**config.mk**
```make
export PLATFORM = sky130hd
export DESIGN_NAME = sdram_burst_sched
export DESIGN_NICKNAME = d
export VERILOG_FILES = /design/src/rtl/sdram_burst_sched.sv
export SDC_FILE = /design/constraint.sdc
export NUM_CORES = 1
export LEC_CHECK = 0
export ABC_CLOCK_PERIOD_IN_PS = 8400
export CAP_MARGIN = 5
export CORE_MARGIN = 2
export CORE_UTILIZATION = 30
export CTS_CLUSTER_DIAMETER = 40
export DETAILED_ROUTE_END_ITERATION = 8
export PLACE_DENSITY_LB_ADDON = 0.15
export SYNTH_ARGS = -nofsm -noshare
export SYNTH_HDL_FRONTEND = slang
export SYNTH_SLANG_ARGS = --single-unit
```
**constraint.sdc**
```tcl
create_clock -name clk -period 8.4 [get_ports clk]
set_clock_uncertainty 0.2 [all_clocks]
set_input_delay 0.84 -clock clk [delete_from_list [all_inputs] [get_ports clk]]
set_output_delay 0.84 -clock clk [all_outputs]
set_load 0.05 [all_outputs]
```
**src/rtl/sdram_burst_sched.sv**
```systemverilog
// Burst scheduler for the camera->SDRAM->LCD frame buffer: picks one write or read burst at a
// time from FIFO fill levels, walks wrapping frame pointers and manages ping-pong banks.
module sdram_burst_sched #(
    parameter int AW = 24,
    parameter int LW = 10
) (
    input  logic          clk,
    input  logic          rst,
    input  logic          sdram_init_done,
    input  logic [LW-1:0] wr_fifo_used,
    input  logic [LW-1:0] rd_fifo_used,
    input  logic [AW-1:0] wr_min_addr,
    input  logic [AW-1:0] wr_max_addr,
    input  logic [AW-1:0] rd_min_addr,
    input  logic [AW-1:0] rd_max_addr,
    input  logic [LW-1:0] wr_len,
    input  logic [LW-1:0] rd_len,
    input  logic          wr_load,
    input  logic          rd_load,
    input  logic          read_valid,
    input  logic          pingpang_en,
    input  logic          cmd_ack,
    input  logic          cmd_done,
    output logic          cmd_wr_req,
    output logic          cmd_rd_req,
    output logic [AW-1:0] cmd_addr,
    output logic [LW-1:0] cmd_len,
    output logic          wr_fifo_clr,
    output logic          rd_fifo_clr
);

    localparam logic [2:0] ST_IDLE    = 3'd0;
    localparam logic [2:0] ST_WR_REQ  = 3'd1;
    localparam logic [2:0] ST_WR_BUSY = 3'd2;
    localparam logic [2:0] ST_RD_REQ  = 3'd3;
    localparam logic [2:0] ST_RD_BUSY = 3'd4;

    logic [2:0]    state_r;
    logic [AW-1:0] wr_ptr_r, rd_ptr_r;
    logic          wr_bank_r, rd_bank_r;
    logic          wr_pend_r, rd_pend_r;
    logic          wr_load_d_r, rd_load_d_r;
    logic          cmd_wr_req_r, cmd_rd_req_r;
    logic [AW-1:0] cmd_addr_r;
    logic [LW-1:0] cmd_len_r;
    logic          wr_fifo_clr_r, rd_fifo_clr_r;

    logic          wr_rise_s, rd_rise_s, apply_win_s, wr_apply_s, rd_apply_s;
    logic          load_block_s, go_wr_s, go_rd_s, wr_wrap_s, rd_wrap_s;
    logic [AW-1:0] wr_nxt_s, rd_nxt_s;

    // Bank bit replaces ba[0] only when double buffering is on.
    function automatic logic [AW-1:0] bank_addr(input logic [AW-1:0] ptr, input logic bank,
                                                 input logic en);
        bank_addr = en ? {ptr[AW-1], bank, ptr[AW-3:0]} : ptr;
    endfunction

    // Load edges, scheduling decision and next-pointer arithmetic.
    always_comb begin
        wr_rise_s    = wr_load & ~wr_load_d_r;
        rd_rise_s    = rd_load & ~rd_load_d_r;
        apply_win_s  = (state_r == ST_IDLE) ||
                       (((state_r == ST_WR_BUSY) || (state_r == ST_RD_BUSY)) && cmd_done);
        wr_apply_s   = apply_win_s & wr_pend_r;
        rd_apply_s   = apply_win_s & rd_pend_r;
        load_block_s = wr_pend_r | rd_pend_r | wr_rise_s | rd_rise_s;
        go_wr_s      = (state_r == ST_IDLE) && sdram_init_done && !load_block_s &&
                       (wr_fifo_used >= wr_len);
        go_rd_s      = (state_r == ST_IDLE) && sdram_init_done && !load_block_s && !go_wr_s &&
                       read_valid && (rd_fifo_used < rd_len);
        wr_nxt_s     = wr_ptr_r + {{(AW-LW){1'b0}}, wr_len};
        rd_nxt_s     = rd_ptr_r + {{(AW-LW){1'b0}}, rd_len};
        // One extra bit so nxt+len cannot overflow before comparing with the frame end.
        wr_wrap_s    = ({1'b0, wr_nxt_s} + {{(AW+1-LW){1'b0}}, wr_len}) > {1'b0, wr_max_addr};
        rd_wrap_s    = ({1'b0, rd_nxt_s} + {{(AW+1-LW){1'b0}}, rd_len}) > {1'b0, rd_max_addr};
    end

    // Pointers, banks, load handling and the request FSM.
    always_ff @(posedge clk) begin
        if (rst) begin
            state_r       <= ST_IDLE;
            wr_ptr_r      <= wr_min_addr;
            rd_ptr_r      <= rd_min_addr;
            wr_bank_r     <= 1'b0;
            rd_bank_r     <= 1'b1;
            wr_pend_r     <= 1'b0;
            rd_pend_r     <= 1'b0;
            wr_load_d_r   <= 1'b0;
            rd_load_d_r   <= 1'b0;
            cmd_wr_req_r  <= 1'b0;
            cmd_rd_req_r  <= 1'b0;
            cmd_addr_r    <= {AW{1'b0}};
            cmd_len_r     <= {LW{1'b0}};
            wr_fifo_clr_r <= 1'b0;
            rd_fifo_clr_r <= 1'b0;
        end else begin
            wr_load_d_r   <= wr_load;
            rd_load_d_r   <= rd_load;
            wr_fifo_clr_r <= wr_apply_s;
            rd_fifo_clr_r <= rd_apply_s;
            wr_pend_r     <= wr_apply_s ? wr_rise_s : (wr_pend_r | wr_rise_s);
            rd_pend_r     <= rd_apply_s ? rd_rise_s : (rd_pend_r | rd_rise_s);

            // A pending load beats the pointer advance of the burst completing now.
            if (wr_apply_s) begin
                wr_ptr_r  <= wr_min_addr;
                wr_bank_r <= 1'b0;
            end else if ((state_r == ST_WR_BUSY) && cmd_done) begin
                wr_ptr_r <= wr_wrap_s ? wr_min_addr : wr_nxt_s;
                if (wr_wrap_s && pingpang_en) begin
                    wr_bank_r <= ~wr_bank_r;
                end
            end

            if (rd_apply_s) begin
                rd_ptr_r  <= rd_min_addr;
                rd_bank_r <= 1'b1;
            end else if ((state_r == ST_RD_BUSY) && cmd_done) begin
                rd_ptr_r <= rd_wrap_s ? rd_min_addr : rd_nxt_s;
                if (rd_wrap_s && pingpang_en) begin
                    rd_bank_r <= ~wr_bank_r;
                end
            end

            case (state_r)
                ST_IDLE: begin
                    if (go_wr_s) begin
                        state_r      <= ST_WR_REQ;
                        cmd_wr_req_r <= 1'b1;
                        cmd_addr_r   <= bank_addr(wr_ptr_r, wr_bank_r, pingpang_en);
                        cmd_len_r    <= wr_len;
                    end else if (go_rd_s) begin
                        state_r      <= ST_RD_REQ;
                        cmd_rd_req_r <= 1'b1;
                        cmd_addr_r   <= bank_addr(rd_ptr_r, rd_bank_r, pingpang_en);
                        cmd_len_r    <= rd_len;
                    end
                end
                ST_WR_REQ: begin
                    if (cmd_ack) begin
                        state_r      <= ST_WR_BUSY;
                        cmd_wr_req_r <= 1'b0;
                    end
                end
                ST_RD_REQ: begin
                    if (cmd_ack) begin
                        state_r      <= ST_RD_BUSY;
                        cmd_rd_req_r <= 1'b0;
                    end
                end
                ST_WR_BUSY, ST_RD_BUSY: begin
                    if (cmd_done) begin
                        state_r <= ST_IDLE;
                    end
                end
                default: begin
                    state_r      <= ST_IDLE;
                    cmd_wr_req_r <= 1'b0;
                    cmd_rd_req_r <= 1'b0;
                end
            endcase
        end
    end

    assign cmd_wr_req  = cmd_wr_req_r;
    assign cmd_rd_req  = cmd_rd_req_r;
    assign cmd_addr    = cmd_addr_r;
    assign cmd_len     = cmd_len_r;
    assign wr_fifo_clr = wr_fifo_clr_r;
    assign rd_fifo_clr = rd_fifo_clr_r;

endmodule

```
Yosys cells after proc, flatten, opt, wreduce, memory -nomap -nowiden
Cells that the tools add are included.
- flip-flop bits (word level): 95
- output and inout bits: 38
- word-level logic and storage cells: 106
- input bits: 145
- eq/ne operators: 11
- muxes and demuxes: 28
- $add $sub $neg: 4
- order comparisons: 4
- bitwise logic cells: 14
- reductions and logical operators: 30
- operators with widths (kind ; count):
    $mux 24 ; 10
    $add 24x10->25 ; 2
    $gt 25x24->1 ; 2
    $add 24x10->24 ; 2
    $mux 23 ; 2
    $mux 10 ; 2
    $mux 3 ; 5
    $ne 2x2->1 const B ; 6
    $pmux 3 s4 ; 1
    $logic_and 1x1->1 ; 11
    $ge 10x10->1 ; 1
    $lt 10x10->1 ; 1
    $reduce_and 4->1 ; 2
    $eq 3x2->1 const B ; 2
    $mux 1 ; 6
    $pmux 1 s3 ; 2
    $reduce_and 2->1 ; 3
    $reduce_bool 3->1 ; 2
    $reduce_or 2->1 ; 3
    $reduce_or 3->1 ; 2
    $not 1->1 ; 5
    $or 1x1->1 ; 5
    $and 1x1->1 ; 4
    $eq 3x1->1 const B ; 1
    other kinds (7) ; 9

Depth between registers and ports, before layout
- word-level depth: 14
- mapped depth: 29
- depth with buffers taken out: 27

Worst setup path after synthesis
No wires, ideal clock.
- path type: in2reg
- from: input wr_len[0]
- to: register wr_ptr_r[10], data pin
- arrival: 5.819 ns
- buffers on the path: 1
- cell stages on the path: 25
- slack: 2.121 ns
- setup time: 0.260 ns
- data required time: 7.940 ns
- path through: ha_1 > fa_1 > a21o_1 > a2111oi_4 > o21bai_1 > a21oi_1 > xnor2_1 > ha_1 > nand2_1 > o21ai_0 > o21ai_0 > a2111oi_0 > nand2_1 > nor2_1 > xnor2_1 > ha_1 > a21o_1 > a21o_1 > a21oi_1 > o21ai_0 > nor4bb_1 > o21ai_0 > a21oi_2 > buf_6 > mux2_4
- word-level cells in the longest chain between the ends: 7
- RTL lines (element ; line ; RTL):
    start, declared ; 16 ; input logic [LW-1:0] wr_len,
    $add 24x10->24 ; 71 ; wr_nxt_s = wr_ptr_r + {{(AW-LW){1'b0}}, wr_len};
    $add 24x10->25 ; 74 ; wr_wrap_s = ({1'b0, wr_nxt_s} + {{(AW+1-LW){1'b0}}, wr_len}) > {1'b0, wr_max_addr};
    $gt 25x24->1 ; 74 ;
    $mux 24 * ; 109 ; wr_ptr_r <= wr_wrap_s ? wr_min_addr : wr_nxt_s;
    $mux 24 * ; 108 ; end else if ((state_r == ST_WR_BUSY) && cmd_done) begin
    $mux 24 * ; 105 ; if (wr_apply_s) begin
    $mux 24 * ; 80 ; if (rst) begin
    end signal, assigned ; 82 ; wr_ptr_r <= wr_min_addr;
    end signal, assigned ; 106 ; wr_ptr_r <= wr_min_addr;
    end signal, assigned ; 109 ;
    end, declared ; 39 ; logic [AW-1:0] wr_ptr_r, rd_ptr_r;
Every way passes the cells marked *; elsewhere a longest branch is shown, timed or not. The select of a mux whose other input is x is not followed.
A chain may end at the register's enable or synchronous reset.

Worst setup path in the final report
- from: input wr_len[0]
- to: register wr_ptr_r[2], data pin
The elaborated chain is that of the path after synthesis.

==> metrics <==
Starting Density 30.5%; Synth Area in XOR/XNOR 7.64%; DR iter-0 viols 437; Worst-Skew Late Latency 0.36 ns; max-slew violations 0; Peak supply drop 91.8 uV; count of different cell masters after synthesis 76; clk slew on worst S/H paths 0.07 ns; EDFF count, synth 48; Setup-failing EPs final 0; Synth Instances 1058; Ports 183; Yosys reg bits 95; H-tree Lvls 3; most common library cells after synthesis 109 x ha_1, 96 x inv_1, 93 x nor2_1; reg-to-reg setup timing slack 1.31 ns; initial antenna violation count 0; Synth Area in Compound Gates 20.2%; Fmax achieved 0.130 GHz; slew of the pin with the lowest slew margin 0.946 ns; Placer Congestion 0.860; Hold Slack 0.240 ns; global route overflow 0; # resized after CTS 0; largest area contributor in the netlist edfxtp_1; HPWL Detailed 23.9 mm; required time worst endpoint 8.31 ns; final worst-path cycle share 91.5%; Synth Area in Adders 16.0%; maxcap violations 0; element type at the critical path start input port; dominant synthesized flop cell edfxtp_1; hold_sp cmd_rd_req; Hold Crit Endpoint cmd_rd_req; Residual DRC 0; Syn Nets 1316; Post-Syn Area per Cell 8.55 sq um; register area 2380 sq um; Via density 5.04; Hold Path Depth 2; filler cell count in the final layout 3086; core area 29600 sq um; Final TNS setup 0 ns; top cells by area, synth edfxtp_1 16%, ha_1 15%, dfxtp_1 10%; Port Buffers 182; Post-Synthesis Cell Area 9050 sq um; Die Ht 178 microns; critical path class input port to flop; fin nets 1477; Reg2Reg Depth 27; WL/cell 18.1 microns; mux share of post-synthesis cell area 7.20%; crit path max fanout 24; post-detailed-routing wire length 29.3 mm; PD cells 214 nW/um^2; Arr. time, crit path 7.60 ns; Final min period 7.68 ns; clk buf depth 2; Die X 178 microns; Fin. Hold Viols 0; number of diodes 0; sequential element share of the synthesized area 26.3%; first-pass GRT wire length 44.6 mm; max_slew headroom 36.3%; vias in the first global route 7948; pin count of the biggest net entering global routing 49; All-Layer GR Usage 18.6%; combinational family with the most area after synthesis compound AO/OA/AOI/OAI gates; final worst setup slack 0.716 ns; leakage 0.00494 uW; clk root buf clkbuf_16; antenna-violating nets left 0; outcome finished, final reports clean; Num CTS Buffers 9; top-count cell post-synth ha_1; DRT Pass-1 Iters 4; row count 63; # clock sinks 95; unrepaired setup endpoints after global routing false; die area 31600 sq um; Setup Fix Bufs, Post-CTS 0; area grow syn2layout 28.0%; Reg-to-Reg End wr_ptr_r[2]; Synth Area in Simple Gates 16.7%; Post-synth ARST share 0%; top cell type's share of synthesized area 15.9%; Hold Buf Count CTS 0; layout cells sized above 1 4.90%; Yosys warnings 0; CTS tree built; critical path capture point type flop; RR Startpoint wr_ptr_r[1]; dpl ws 0.472 ns; Vias 8138; HP Class flop to flop; footprint of the multi-input gates 6160 sq um
[through the flow]
stage | cells | area [sq um] | power [uW] | utilization [%]
floorplan | 1058 | 9050 | 1650 | -
global placement | 1598 | 11300 | 2030 | 38.1
detailed placement | 1598 | 11300 | 2050 | 38.1
CTS | 1614 | 11600 | 2490 | 39.1
global route | 1614 | 11600 | 2700 | 39.1
finish | 1614 | 11600 | 2480 | 39.1
[worst max-delay path, stage by stage]
cell,delay (ns)
clkdlybuf4s50_1,0.54
ha_1,0.31
a211oi_1,0.39
o21bai_1,0.12
a21oi_1,0.26
o21bai_1,0.09
a21oi_1,0.23
o21bai_1,0.09
a21oi_1,0.17
xnor2_1,0.15
ha_1,0.32
nand2_1,0.05
o21ai_0,0.15
o21ai_0,0.29
a2111oi_0,0.73
nand2_1,0.18
nor2_1,0.16
xnor2_1,0.13
ha_1,0.26
a21o_1,0.16
a21o_1,0.17
a21oi_1,0.12
o21ai_0,0.10
nor4bb_1,0.33
o21ai_0,0.29
a21oi_4,0.36
buf_12,0.23
mux2_2,0.35
[how the worst max path moves through the flow]
stage / end / cells past startpoint / startpoint / slack (ns)
2_1_floorplan: wr_ptr_r[10] / 25 / wr_len[0] / 2.12
5_1_grt: wr_ptr_r[2] / 28 / wr_len[0] / 0.16
4_1_cts: wr_ptr_r[2] / 26 / wr_len[0] / 0.82
3_5_place_dp: wr_ptr_r[2] / 26 / wr_len[0] / 0.47
3_3_place_gp: wr_ptr_r[2] / 26 / wr_len[0] / 0.58
6_report: wr_ptr_r[2] / 28 / wr_len[0] / 0.72
[area by class of cell]
class                      instances  area share, %
clock buffer                      10           2.16
inverter                          96           3.11
clock inverter                     6          0.475
tap                              390           4.21
timing repair buffer             190           16.3
sequential                        95           20.6
multi-input combinational        827           53.2
[sequential cells by signal, indices dropped and copies added, names as in the netlist, 3 cells and up]
name	flops
cmd_addr	24
cmd_len	10
rd_ptr_r	24
state_r	3
wr_ptr_r	24
[where the power goes]
group,switching [uW],internal (uW)
Combinational,775,617
Sequential,89.1,565
Clock,206,226
[cell usage in the layout (no fill, tap or decap), types with 4 or more instances in the layout]
cell,netlist,layout
clkdlybuf4s50_1,0,181
ha_1,109,109
inv_1,96,96
nor2_1,93,93
a21oi_1,77,77
nand2_1,73,73
o21ai_0,59,59
xnor2_1,56,56
edfxtp_1,48,48
dfxtp_1,47,47
a211oi_1,37,37
mux2i_1,37,37
a21o_1,26,26
xor2_1,23,23
nand4_1,19,19
nor3_1,18,18
o21a_1,16,16
nand3_1,16,16
nor2b_1,13,13
and3_1,11,11
nand2b_1,11,11
mux2_2,11,11
and2_1,10,10
clkbuf_16,0,10
mux2_4,9,9
a31oi_1,8,8
o21bai_1,7,7
buf_4,1,7
o31a_1,6,6
and4_1,5,5
nor4_1,5,5
a211o_1,4,4
fa_1,4,4
[routing by layer]
metal | track usage [%] | share of wire, %
met5 | 0 | 0
met2 | 30.3 | 47
met3 | 2.98 | 4.2
met4 | 4.13 | 1.4
met1 | 25.7 | 48
[logic make-up (layout without fill, tap and decap cells)]
kind of cell / count (synthesis) / after routing
flip-flops: 95 / 95
buffers and inverters: 136 / 302
multiplexers: 58 / 58
AND/OR/NAND/NOR: 300 / 300
XOR/XNOR: 79 / 79
AO/OA/AOI/OAI: 277 / 277
adder cells (fa/ha/maj): 113 / 113
Power figures use the tool's default switching activity.
